[src/rtl/serial_debug_pkg.sv]
// serial_debug_pkg: shared word-field layout and FSM states for serial_debug_arbiter
package serial_debug_pkg;
  localparam int ID_W    = 4;
  localparam int SEQ_W   = 4;
  localparam int ID_MSB  = 1;
  localparam int ID_LSB  = 4;
  localparam int SEQ_MSB = 5;
  localparam int SEQ_LSB = 8;
  typedef enum logic [0:0] {IDLE = 1'b0, PUBLISH = 1'b1} state_t;
endpackage

[src/rtl/serial_debug_arbiter_rr_arbiter.sv]
// rr_arbiter: combinational round-robin picker, lowest offset from ptr wins
module rr_arbiter #(
  parameter int CLIENTS = 4,
  parameter int PW = $clog2(CLIENTS)
) (
  input  logic [CLIENTS-1:0] req,
  input  logic [PW-1:0]      ptr,
  output logic [CLIENTS-1:0] gnt,
  output logic [PW-1:0]      idx,
  output logic               any
);
  // scan from farthest offset down so the nearest requester past ptr overwrites
  always_comb begin
    idx = '0;
    any = 1'b0;
    for (int i = CLIENTS - 1; i >= 0; i--) begin
      if (req[(int'(ptr) + i) % CLIENTS]) begin
        idx = PW'((int'(ptr) + i) % CLIENTS);
        any = 1'b1;
      end
    end
    gnt = any ? CLIENTS'(1) << idx : '0;
  end
endmodule

[src/rtl/serial_debug_arbiter.sv]
// serial_debug_arbiter: shares one serial_debug node word among several local clients
module serial_debug_arbiter
  import serial_debug_pkg::*;
#(
  parameter int BITS    = 128,
  parameter int CLIENTS = 4,
  parameter int DWELL   = 1024,
  parameter int PAYLOAD = BITS - 8
) (
  input  logic                       clk,
  input  logic                       rst_n,
  input  logic [CLIENTS-1:0]         req_valid,
  input  logic [CLIENTS*PAYLOAD-1:0] req_data,
  output logic [CLIENTS-1:0]         req_ready,
  output logic [CLIENTS-1:0]         rsp_valid,
  output logic [PAYLOAD-1:0]         rsp_data,
  output logic [15:0]                drop_cnt,
  output logic [BITS-1:0]            debug_outgoing_data,
  input  logic                       debug_incoming_tgl,
  input  logic [BITS-1:0]            debug_incoming_data
);
  localparam int PW = $clog2(CLIENTS);
  localparam int CW = $clog2(DWELL);
  state_t            state;
  logic [PW-1:0]     rr_ptr;
  logic [PW-1:0]     gidx;
  logic [CLIENTS-1:0] gnt;
  logic              any;
  logic              grant;
  logic [SEQ_W-1:0]  seq;
  logic [CW-1:0]     cnt;
  logic              tgl_prev;
  logic [ID_W-1:0]   in_id;
  logic              unused_seq;

  rr_arbiter #(.CLIENTS(CLIENTS)) u_rr (
    .req(req_valid),
    .ptr(rr_ptr),
    .gnt(gnt),
    .idx(gidx),
    .any(any)
  );

  assign grant      = rst_n && state == IDLE && any;
  assign req_ready  = grant ? gnt : '0;
  assign in_id      = debug_incoming_data[BITS-ID_MSB:BITS-ID_LSB];
  assign unused_seq = ^debug_incoming_data[BITS-SEQ_MSB:BITS-SEQ_LSB];

  // outbound: grant in IDLE, then hold the published word for DWELL cycles
  always_ff @(posedge clk) begin
    if (!rst_n) begin
      state               <= IDLE;
      rr_ptr              <= '0;
      seq                 <= '0;
      cnt                 <= '0;
      debug_outgoing_data <= '0;
    end else if (state == IDLE) begin
      if (any) begin
        debug_outgoing_data <= {ID_W'(gidx), seq, req_data[int'(gidx)*PAYLOAD +: PAYLOAD]};
        seq                 <= seq + 1'b1;
        rr_ptr              <= PW'((int'(gidx) + 1) % CLIENTS);
        cnt                 <= CW'(DWELL - 1);
        state               <= PUBLISH;
      end
    end else if (cnt == '0) begin
      state <= IDLE;
    end else begin
      cnt <= cnt - 1'b1;
    end
  end

  // inbound: on each toggle change route the payload or count an unknown destination
  always_ff @(posedge clk) begin
    if (!rst_n) begin
      tgl_prev  <= 1'b0;
      rsp_valid <= '0;
      rsp_data  <= '0;
      drop_cnt  <= '0;
    end else begin
      rsp_valid <= '0;
      if (debug_incoming_tgl != tgl_prev) begin
        tgl_prev <= debug_incoming_tgl;
        if (int'(in_id) < CLIENTS) begin
          rsp_valid <= CLIENTS'(1) << in_id;
          rsp_data  <= debug_incoming_data[PAYLOAD-1:0];
        end else if (drop_cnt != 16'hFFFF) begin
          drop_cnt <= drop_cnt + 1'b1;
        end
      end
    end
  end
endmodule

[config.mk]
export PLATFORM = sky130hd
export DESIGN_NAME = serial_debug_arbiter
export DESIGN_NICKNAME = d
export VERILOG_FILES = /design/src/rtl/serial_debug_pkg.sv /design/src/rtl/serial_debug_arbiter_rr_arbiter.sv /design/src/rtl/serial_debug_arbiter.sv
export SDC_FILE = /design/constraint.sdc
export NUM_CORES = 1
export LEC_CHECK = 0
export ABC_CLOCK_PERIOD_IN_PS = 1800
export BUFFER_PORTS_ARGS = -buffer_cell sky130_fd_sc_hd__buf_4
export CAP_MARGIN = 20
export CORE_AREA = 4 4 347 349
export DETAILED_ROUTE_END_ITERATION = 8
export DIE_AREA = 0 0 351 353
export SLEW_MARGIN = 20
export SYNTH_ARGS = -nofsm -noshare
export SYNTH_HDL_FRONTEND = slang
export SYNTH_SLANG_ARGS = --single-unit
export TNS_END_PERCENT = 10
[constraint.sdc]
create_clock -name clk -period 1.8 [get_ports clk]
set_input_delay 0.18 -clock clk [delete_from_list [all_inputs] [get_ports clk]]
set_output_delay 0.18 -clock clk [all_outputs]
set_load 0.02 [all_outputs]
---- Word-level counts from Yosys, hierarchy flattened ----
Cells that the tools add are included.
storage, ports and cells
  bits in registers ....................... 284
  bits of input ports ..................... 615
  logic and storage cells ................. 72
operators by class
  add/sub/neg operators ................... 7
  $mul .................................... 1
  order comparisons ....................... 5
  equality and inequality tests ........... 3
  shifts and indexed selects .............. 3
  multiplexer cells ....................... 27
  bitwise logic cells ..................... 5
  reduce and logical (&&, ||, !) cells .... 12
operators with widths
  kind                                                                           number
  480-bit by 10-bit indexed part select with 120-bit output                      1
  10-bit 2-to-1 mux                                                              3
  16-bit by 1-bit adder with 16-bit output (second input constant)               1
  16-bit inequality test (second input constant)                                 1
  1-bit 2-to-1 mux                                                               14
  3-bit by 4-bit less-than comparator with 1-bit output (second input constant)  3
  10-bit zero test                                                               1
  10-bit by 1-bit subtractor with 10-bit output (second input constant)          1
  1-bit binary-select mux with 2-bit select                                      4
  2-bit 2-to-1 mux                                                               4
  4-bit 2-to-1 mux                                                               2
  2-bit by 4-bit multiplier with 6-bit output (second input constant)            1
  2-bit AND reduction                                                            3
  3-bit AND reduction                                                            2
  2-bit OR reduction                                                             3
  2-bit by 1-bit adder with 2-bit output (second input constant)                 2
  2-bit adder (second input constant)                                            2
  4-bit by 1-bit adder with 4-bit output (second input constant)                 1
  4-bit by 3-bit less-than comparator with 1-bit output (second input constant)  1
  1-bit by 2-bit left shift with 4-bit output (first input constant)             1
  1-bit by 4-bit left shift with 4-bit output (first input constant)             1
  1-bit bitwise AND (first input constant)                                       3
  2-bit by 3-bit less-than comparator with 1-bit output (second input constant)  1
  1-bit logical AND                                                              2
  other kinds (4)                                                                5

---- Depth between registers and ports, before layout ----
Gate-level depths: netlist (run 1).
  word-level depth ........................ 13
  mapped depth ............................ 8
  depth with buffers taken out ............ 7

---- Modules after synthesis ----
A second synthesis (run 1) with hierarchy kept.
unflattened totals
  cells, all modules ...................... 1,445
  area total of the unflattened synthesis .. 13,226.4 sq um
modules (own cells, without submodules)
  module                instances  cells each  area each (sq um)
  serial_debug_arbiter  1          1,416       13,043.8
  rr_arbiter            1          29          182.7

---- Least setup slack after synthesis (run 1) ----
OpenSTA, ideal clock, no wires.
  path type ............................... reg-to-reg
  start point ............................. reg drop_cnt[0]
  end point ............................... reg drop_cnt[8]
  library setup time ...................... 0.128 ns
  arrival ................................. 1.687 ns
  required time ........................... 1.672 ns
  path slack .............................. -0.014 ns
  cell stages (with the launch flop) ...... 7
  clock period less this slack ............ 1.814 ns
  path through ............................ dfxtp_1 > ha_1 > inv_1 > or3_1 > nor4_1 > xnor2_1 > nor2_1
between the ends
  cells in the longest elaborated chain, start to end .. 2
  elaborated cells between the ends (all ways) .. 3
ends and longest elaborated chain
  element                                                                                           RTL line                    RTL
  from (decl)                                                                                       serial_debug_arbiter.sv:17  output logic [15:0] drop_cnt,
  from (signal assigned)                                                                            serial_debug_arbiter.sv:87  drop_cnt <= drop_cnt + 1'b1;
  parallel branches: the longest is 2 deep, another holds 16-bit by 1-bit adder with 16-bit output  -
Parallel ways; which one is timed is not known.
A chain may end at the register's enable or synchronous reset.

---- Worst setup path in the final report (run 1) ----
  start point ............................. reg rr_ptr[0]
  end point ............................... out req_ready[1]
between the ends
  cells in the longest elaborated chain, start to end .. 11
  elaborated cells between the ends (all ways) .. 26
ends and longest elaborated chain
  element                                              RTL line                                                                      RTL
  from (decl)                                          serial_debug_arbiter.sv:25                                                    logic [PW-1:0] rr_ptr;
  from (signal assigned)                               serial_debug_arbiter.sv:61                                                    rr_ptr <= PW'((int'(gidx) + 1) % CLIENTS);
  2-bit adder                                          serial_debug_arbiter_rr_arbiter.sv:17, serial_debug_arbiter_rr_arbiter.sv:18
  1-bit binary-select mux with 2-bit select            serial_debug_arbiter_rr_arbiter.sv:17                                         if (req[(int'(ptr) + i) % CLIENTS]) begin
  1-bit 2-to-1 mux (implied by the code) (2 in a row)  serial_debug_arbiter_rr_arbiter.sv:17
  2-bit 2-to-1 mux (4 in a row)                        serial_debug_arbiter_rr_arbiter.sv:17
  1-bit by 2-bit left shift with 4-bit output          serial_debug_arbiter_rr_arbiter.sv:22                                         gnt = any ? CLIENTS'(1) << idx : '0;
  4-bit 2-to-1 mux                                     serial_debug_arbiter_rr_arbiter.sv:22
  4-bit 2-to-1 mux (*)                                 serial_debug_arbiter.sv:45                                                    assign req_ready = grant ? gnt : '0;
  to (decl)                                            serial_debug_arbiter.sv:14                                                    output logic [CLIENTS-1:0] req_ready,
Mark *: on every way between the ends. The rest lies on a longest branch, timed or not. The select of a mux whose other input is x is not followed.

==> PnR_summary.wiki, run 1 <==
{| class="wikitable"
! Metric !! Value
|-
| Critical path buffers and inverters || 3
|-
| DP Wirelength || around 81 mm
|-
| Core region area || 0.1175 mm²
|-
| Chip height || 353 µm
|-
| Remaining design rule violation count || 0
|-
| Core occupancy in the finished layout || 26.14%
|-
| Crit path max-delay cell type || sky130_fd_sc_hd__dfxtp_2
|-
| Max-Slew Margin vs Limit || 51.83%
|-
| Final critical-path setup slack || -394.3 ps
|-
| Antenna-violating nets left || 0
|-
| Number of distinct library cell variants in the gate-level netlist after synthesis || 46
|-
| Std cell rows || 126
|-
| Depth of the most critical reg-to-reg path || 9
|-
| Final min period || 2194 ps
|-
| Syn. warnings || 0
|-
| Final setup violating endpoints || 123
|-
| Number of port buffers || 880
|-
| Final hold violation count || 0
|-
| Clock buffer depth || 3
|-
| Initial cell density of the core || approximately 11%
|-
| Endpoint arrival time on the critical path || 2010 ps
|-
| Number of clock sinks || 284
|-
| I/O pin count || 887
|-
| CTS buffer count || 38
|-
| Power density cells || 787.4 mW/mm²
|-
| EDFF count, synth || 0
|-
| Required time reported for the critical path endpoint || 1620 ps
|-
| CTS H-tree depth || 2
|-
| Yosys reg bits || 284
|-
| Setup clock skew after layout || 16.50 ps
|-
| Number of logic stages on the critical path including buffering || 8
|-
| Worst min-delay path startpoint || req_data[67]
|-
| Post-Layout Inst Area || about 0.031 mm²
|-
| Final Max Tran Viols || 0
|-
| CTS tree || yes
|-
| Sequential-to-total area share from yosys stat || around 44%
|-
| Result of the run || finished, violations left
|-
| Mean Syn Cell Area || 8.951 µm²
|-
| Wire length of the first global-routing pass || 140.1 mm
|-
| Predominant post-synthesis flop cell || sky130_fd_sc_hd__dfxtp_1
|-
| Detailed-routing iteration count for the pre-antenna-repair pass || 5
|-
| NumNets Final || 3601
|-
| Gr usage total || between 15 and 20%
|-
| Transition at the pin with the smallest max-transition slack || 722.5 ps
|-
| Standard cell area after detailed placement || 0.02222 mm²
|-
| Die X || 351 µm
|-
| Global placer's final weighted congestion || around 0.94
|-
| Worst IR drop on VDD || 0.5316 mV
|-
| Die footprint || around 0.12 mm²
|-
| Largest net degree at the start of global routing || 89
|-
| Final-layout fill cell count || about 12000
|-
| Reg area || 0.005690 mm²
|-
| Fraction of layout cells with a size suffix above 1 || 41.04%
|-
| CP delay by family, top || buffers and inverters
|-
| Multi-input combinational cell area || approximately 0.0071 mm²
|-
| Worst hold path cell count || 4
|-
| Total of max-cap violations || 0
|-
| Critical path capture point type || primary output
|-
| Share of flip-flops with an asynchronous set or reset || 0%
|-
| Violations in the final reports || setup timing
|-
| Final routed wirelength across all metal layers || about 100 mm
|-
| Gate Count Post-Synth || 1429
|-
| Maximum net fanout on the critical path || 4
|-
| CP Launch Type || flop
|-
| Startpoint of the lowest-slack register-to-register path || rr_ptr[1]
|-
| Remaining global-route overflow || 0
|-
| Post-synthesis instance area || 0.01279 mm²
|-
| Vias in the first global route || 18950
|-
| Via count of the routed design || 17910
|-
| Average detailed-routed wire length per instance || between 20 and 25 µm
|-
| Clock-pin transition on the worst setup and hold timing paths || 60 ps
|-
| Leakage dissipation || 0.01313 µW
|-
| Tcrit/Tclk final || 121.9%
|-
| Root Driver || sky130_fd_sc_hd__clkbuf_16
|-
| Number of antenna violations at the first check in global routing || 40
|-
| CP startpoint || rr_ptr[0]
|-
| First-iteration detailed-routing DRC count || approximately 1100
|-
| Ordered cell list for the critical path || nor2b_2 > o21a_1 > nor3_2 > buf_4 > nand3_4 > buf_12 > nor2_4 > buf_6
|-
| Category of the critical setup timing path || reg2out
|-
| Post-DR vias/cell || 3.916
|-
| Area added between synthesis and finish || 140.0%
|-
| Delay of the slowest cell on the worst path || 350 ps
|-
| Highest achievable clock rate || 0.4557 GHz
|-
| Unrepaired setup endpoints after global routing || true
|-
| Clock latency reported for the late side of the worst-skew pair || between 500 and 600 ps
|-
| Hold WC Path Type || in2reg
|}
[metrics by stage]
stage	TNS (ps)	total power [µW]	setup slack (ps)	hold slack, ps	instances
5_1_grt	-33770	25210	-504.8	13.03	4561
3_5_place_dp	-27030	13890	-311.8	374.7	3873
2_1_floorplan	-15.66	10180	-7.831	251.5	1430
3_3_place_gp	-26030	13840	-311.0	367.9	3873
4_1_cts	-18760	24170	-423.1	0.6362	4538
6_report	-24370	24170	-394.3	52.60	4573
[final timing paths]
path	end	slack, ps
max reg2reg	debug_outgoing_data[112]	-320
min reg2reg	rsp_data[49]	450
min	debug_outgoing_data[67]	50
max	req_ready[1]	-390
[state kept, by name (all words and copies together) (netlist names)]
signal / cells
seq: 4
rr_ptr: 2
debug_outgoing_data: 126
drop_cnt: 16
rsp_valid: 4
rsp_data: 120
state: 1
cnt: 10
tgl_prev: 1
[synth_stat cells, drive strengths merged, types with 6 or more instances]
library cell	number	area share, %
a21oi	147	5.8
buf	70	3.0
clkbuf	48	1.4
dfxtp	284	44
inv	6	0.18
mux2i	243	19
nand2	386	11
nand2b	8	0.41
nand3	7	0.31
nand4	6	0.29
nor2	29	0.87
nor3	7	0.31
o221ai	120	8.2
xnor2	14	0.96
xor2	9	0.62
[final cells by class]
cell class | count | share of cell area [%]
Timing Repair Buffer | 1631 | 47.26
Multi-Input combinational cell | 1022 | 23.29
Sequential cell | 284 | 18.54
Tap cell | 1536 | 6.261
Clock buffer | 49 | 3.428
Clock inverter | 20 | 0.9212
Antenna cell | 25 | 0.2038
Inverter | 6 | 0.09782
[worst min-delay path: stages]
cell	delay, ps
sky130_fd_sc_hd__buf_4	90
sky130_fd_sc_hd__mux2i_4	60
sky130_fd_sc_hd__buf_6	120
sky130_fd_sc_hd__o221ai_2	140
[power breakdown]
| part | leakage, µW | internal [µW] | total [µW] | switching (µW) |
|---|---|---|---|---|
| Combinational | 0.0101 | 4590 | 8630 | 4040 |
| Clock | 0.000658 | 4910 | 8180 | 3270 |
| Sequential | 0.00233 | 6910 | 7360 | 456 |
| Total | 0.0131 | 16400 | 24200 | 7770 |
[placed cells by master (no fill, tap or decap), types with 8 or more instances in the layout]
cell type                       count
sky130_fd_sc_hd__mux2i_2           47
sky130_fd_sc_hd__xnor2_1           14
sky130_fd_sc_hd__buf_6             23
sky130_fd_sc_hd__nand2_1          386
sky130_fd_sc_hd__mux2i_1          182
sky130_fd_sc_hd__mux2i_4           14
sky130_fd_sc_hd__a21oi_1          145
sky130_fd_sc_hd__clkinv_2           8
sky130_fd_sc_hd__dfxtp_1          280
sky130_fd_sc_hd__dlygate4sd3_1    576
sky130_fd_sc_hd__o221ai_1         100
sky130_fd_sc_hd__xor2_1             9
sky130_fd_sc_hd__clkbuf_16         41
sky130_fd_sc_hd__buf_4            978
sky130_fd_sc_hd__buf_16            10
sky130_fd_sc_hd__diode_2           25
sky130_fd_sc_hd__buf_12            35
sky130_fd_sc_hd__o221ai_2          20
sky130_fd_sc_hd__nor2_1            24
[cell families after synthesis]
kind of cell,after synthesis,share of synthesized area [%]
other cells,1,0.02932
xor+xnor,23,1.575
mux,243,19.02
flops,284,44.45
simple gates,470,15.02
buf+inv,124,4.549
compound gates,281,15.07
fa+ha+maj,3,0.2935
[layer usage]
metal	global-route usage (%)	wire length, µm	up-vias	part of all wire (%)
li1	-	-	8233	-
met1	17.79	40040	8498	38
met2	27.69	50130	922	48
met3	5.385	9638	239	9.2
met4	5.312	4276	18	4.1
met5	0	122	-	0.12
[repair_timing]
action	4_1_cts	5_1_grt
gates resized for setup	133	61
setup buffers	17	6
pin swaps	39	11
hold buffers	574	2
endpoints found under the hold margin	245	1
endpoints found under the setup margin	127	153
cloned	7	3
(Power assumes the default switching activity.)
==> inputs of run 2 (changes only) <==
--- a/config.mk
+++ b/config.mk
@@ -11,6 +11,7 @@
 export CORE_AREA = 4 4 347 349
 export DETAILED_ROUTE_END_ITERATION = 8
 export DIE_AREA = 0 0 351 353
+export RECOVER_POWER = 50
 export SLEW_MARGIN = 20
 export SYNTH_ARGS = -nofsm -noshare
 export SYNTH_HDL_FRONTEND = slang
==> run 2 against run 1 <==
The flow still finishes with violations (setup timing). Design area is 2.5% lower. Wire length is 0.16% higher. Register-to-register slack hardly changed. Critical endpoint unchanged. Via count is 0.46% lower. Sequential share of layout area is 0.47 points higher. Setup slack worse by 5.0 ps. Flip-flop and latch count stayed put. Critical path depth stayed put. Worst hold slack worse by 2.9 ps. Sequential power hardly changed. Core utilization is 0.65 points lower. Die area stayed put.
==> PnR_summary.wiki, run 2 (synthesized netlist as in run 1, its figures left out) <==
{| class="wikitable"
! Metric !! Value
|-
| Result of the run || finished, violations left
|-
| Violations in the final reports || setup timing
|-
| Setup TNS || -24620 ps
|-
| Largest reg by FF count || debug_outgoing_data
|-
| Final min period || 2199 ps
|-
| First-iteration detailed-routing DRC count || 1116
|-
| Post-DR vias/cell || 3.899
|-
| Reg power frac || 30.9%
|-
| DP Wirelength || 80.54 mm
|-
| Category of the critical setup timing path || reg2out
|-
| Share of total power in the clock network || 34.4%
|-
| Clock-pin transition on the worst setup and hold timing paths || about 60 ps
|-
| Hold WC Path Type || in2reg
|-
| Transition at the pin with the smallest max-transition slack || 723.7 ps
|-
| Worst IR drop on VDD || 0.5264 mV
|-
| Delay of the slowest cell on the worst path || 350 ps
|-
| Net switching share of the total power || about 33%
|-
| Highest metal used || met5
|-
| Die X || 351 µm
|-
| Number of port buffers || ~900
|-
| Endpoint arrival time on the critical path || between 2000 and 2500 ps
|-
| Die footprint || 0.1239 mm²
|-
| Max-Slew Margin vs Limit || 51.75%
|-
| Gr usage total || 15.79%
|-
| Average detailed-routed wire length per instance || between 20 and 25 µm
|-
| CTS H-tree depth || 2
|-
| Share of total power in combinational logic || 34.7%
|-
| Design Power || 23820 µW
|-
| Sw Pwr || 7777 µW
|-
| Total of max-cap violations || 0
|-
| Met1 Routed Length || 40.18 mm
|-
| Vias in the first global route || 18950
|-
| Via count of the routed design || roughly 18000
|-
| Final routed wirelength across all metal layers || 104.4 mm
|-
| Number of flip-flops in the largest register || approximately 130
|-
| Detailed-routing iteration count for the pre-antenna-repair pass || 5
|-
| Unrepaired setup endpoints after global routing || true
|-
| Clock latency reported for the late side of the worst-skew pair || 580 ps
|-
| Number of antenna violations at the first check in global routing || 40
|-
| Root Driver || sky130_fd_sc_hd__clkbuf_16
|-
| Clock buffer depth || 3
|-
| Placed cell count || 3873
|-
| Most frequent cells in the layout || 772 x sky130_fd_sc_hd__buf_4, 576 x sky130_fd_sc_hd__dlygate4sd3_1, 386 x sky130_fd_sc_hd__nand2_1, 280 x sky130_fd_sc_hd__dfxtp_1, 208 x sky130_fd_sc_hd__clkbuf_1
|-
| Wire length of the first global-routing pass || ~140 mm
|-
| Area added between synthesis and finish || 134.0%
|-
| CTS tree || yes
|-
| Chip height || 353 µm
|-
| Final Max Tran Viols || 0
|-
| Setup clock skew after layout || 16.99 ps
|-
| Required time reported for the critical path endpoint || 1620 ps
|-
| Internal power contribution || around 16000 µW
|-
| Most frequent standard cell in the layout excluding fill and tap cells || sky130_fd_sc_hd__buf_4
|-
| Global placer's final weighted congestion || 0.9368
|-
| Remaining design rule violation count || 0
|-
| NumNets Final || 3601
|-
| Highest achievable clock rate || 0.4547 GHz
|-
| Depth of the most critical reg-to-reg path || 9
|-
| Std cell rows || roughly 130
|-
| Routed length on met3 || 9.699 mm
|-
| Ordered cell list for the critical path || nor2b_2 > o21a_1 > nor3_2 > buf_4 > nand3_4 > buf_12 > nor2_4 > buf_6
|-
| Final hold violation count || 0
|-
| Core region area || 0.1175 mm²
|-
| Final critical-path setup slack || -399.3 ps
|-
| Largest net degree at the start of global routing || around 90
|-
| Tcrit/Tclk final || 122.2%
|-
| Remaining global-route overflow || 0
|-
| CP Launch Type || flop
|-
| Total met2 wirelength after detailed routing || 49.94 mm
|-
| Initial cell density of the core || 10.89%
|-
| I/O pin count || 887
|-
| CTS buffer count || 38
|-
| Number of clock sinks || about 280
|-
| Crit path max-delay cell type || sky130_fd_sc_hd__dfxtp_2
|-
| Fraction of layout cells with a size suffix above 1 || between 30 and 40%
|-
| Worst hold path cell count || 4
|-
| Leakage dissipation || 0.01229 µW
|-
| Power density cells || 795.8 mW/mm²
|-
| Post-placement worst setup slack || -311.8 ps
|-
| Maximum net fanout on the critical path || 4
|-
| Antenna-violating nets left || 0
|-
| Final setup violating endpoints || 123
|-
| Final cell count without fillers || 4573
|-
| Critical path capture point type || primary output
|-
| Largest registers in the final layout || debug_outgoing_data (126), rsp_data (120), drop_cnt (16)
|}
[run 2: final timing paths]
path / from / endpoint / slack [ps]
max: rr_ptr[0] / req_ready[1] / -400
min: req_data[67] / debug_outgoing_data[67] / 50
max reg2reg: rr_ptr[1] / debug_outgoing_data[112] / -330
min reg2reg: rsp_data[35] / rsp_data[35] / 450
[run 2: timing repair]
action,CTS,global route
endpoints found under the setup margin,127,153
hold buffers,574,2
gates cloned,7,3
hold endpoints to repair,245,1
pin swaps,39,11
gates resized for setup,133,61
buffers inserted,17,6
[run 2: worst max-delay path, delay by kind of cell, from the launching register on]
| kind | cells | cell delay (ps) |
|---|---|---|
| AND/OR/NAND/NOR | 4 | 410 |
| AO/OA/AOI/OAI | 1 | 180 |
| flip-flops | 1 | 350 |
| buffers and inverters | 3 | 490 |
[run 2: power by group through the flow]
stage	logic, µW	clock network, µW	registers [µW]
2_1_floorplan	2150	0	8030
3_3_place_gp	6380	0	7460
3_5_place_dp	6420	0	7470
4_1_cts	8320	8500	7340
5_1_grt	8720	8730	7410
6_report	8270	8190	7360
[run 2: cell type report]
type	count	area [µm²]
Clock buffer	49	1052
Fill cell	12500	87520
Clock inverter	20	282.8
Multi-Input combinational cell	1022	7149
Sequential cell	284	5690
Timing Repair Buffer	1631	13740
Tap cell	1536	1922
Inverter	6	30.03
Antenna cell	25	62.56
[run 2: metrics by stage]
| step | util, % | area (µm²) | hold WS, ps |
|---|---|---|---|
| 3_5_place_dp | 18.91 | 22220 | 374.7 |
| 2_1_floorplan | - | 12800 | 251.5 |
| 6_report | 25.48 | 29930 | 49.70 |
| 4_1_cts | 25.72 | 30210 | 0.6362 |
| 3_3_place_gp | 18.91 | 22220 | 367.9 |
| 5_1_grt | 25.46 | 29900 | 13.03 |
[run 2: layer usage]
| layer | global-route usage, % | up-vias |
|---|---|---|
| met4 | 5.312 | 18 |
| met2 | 27.69 | 906 |
| met1 | 17.79 | 8424 |
| li1 | - | 8227 |
| met3 | 5.385 | 253 |
| met5 | 0 | - |
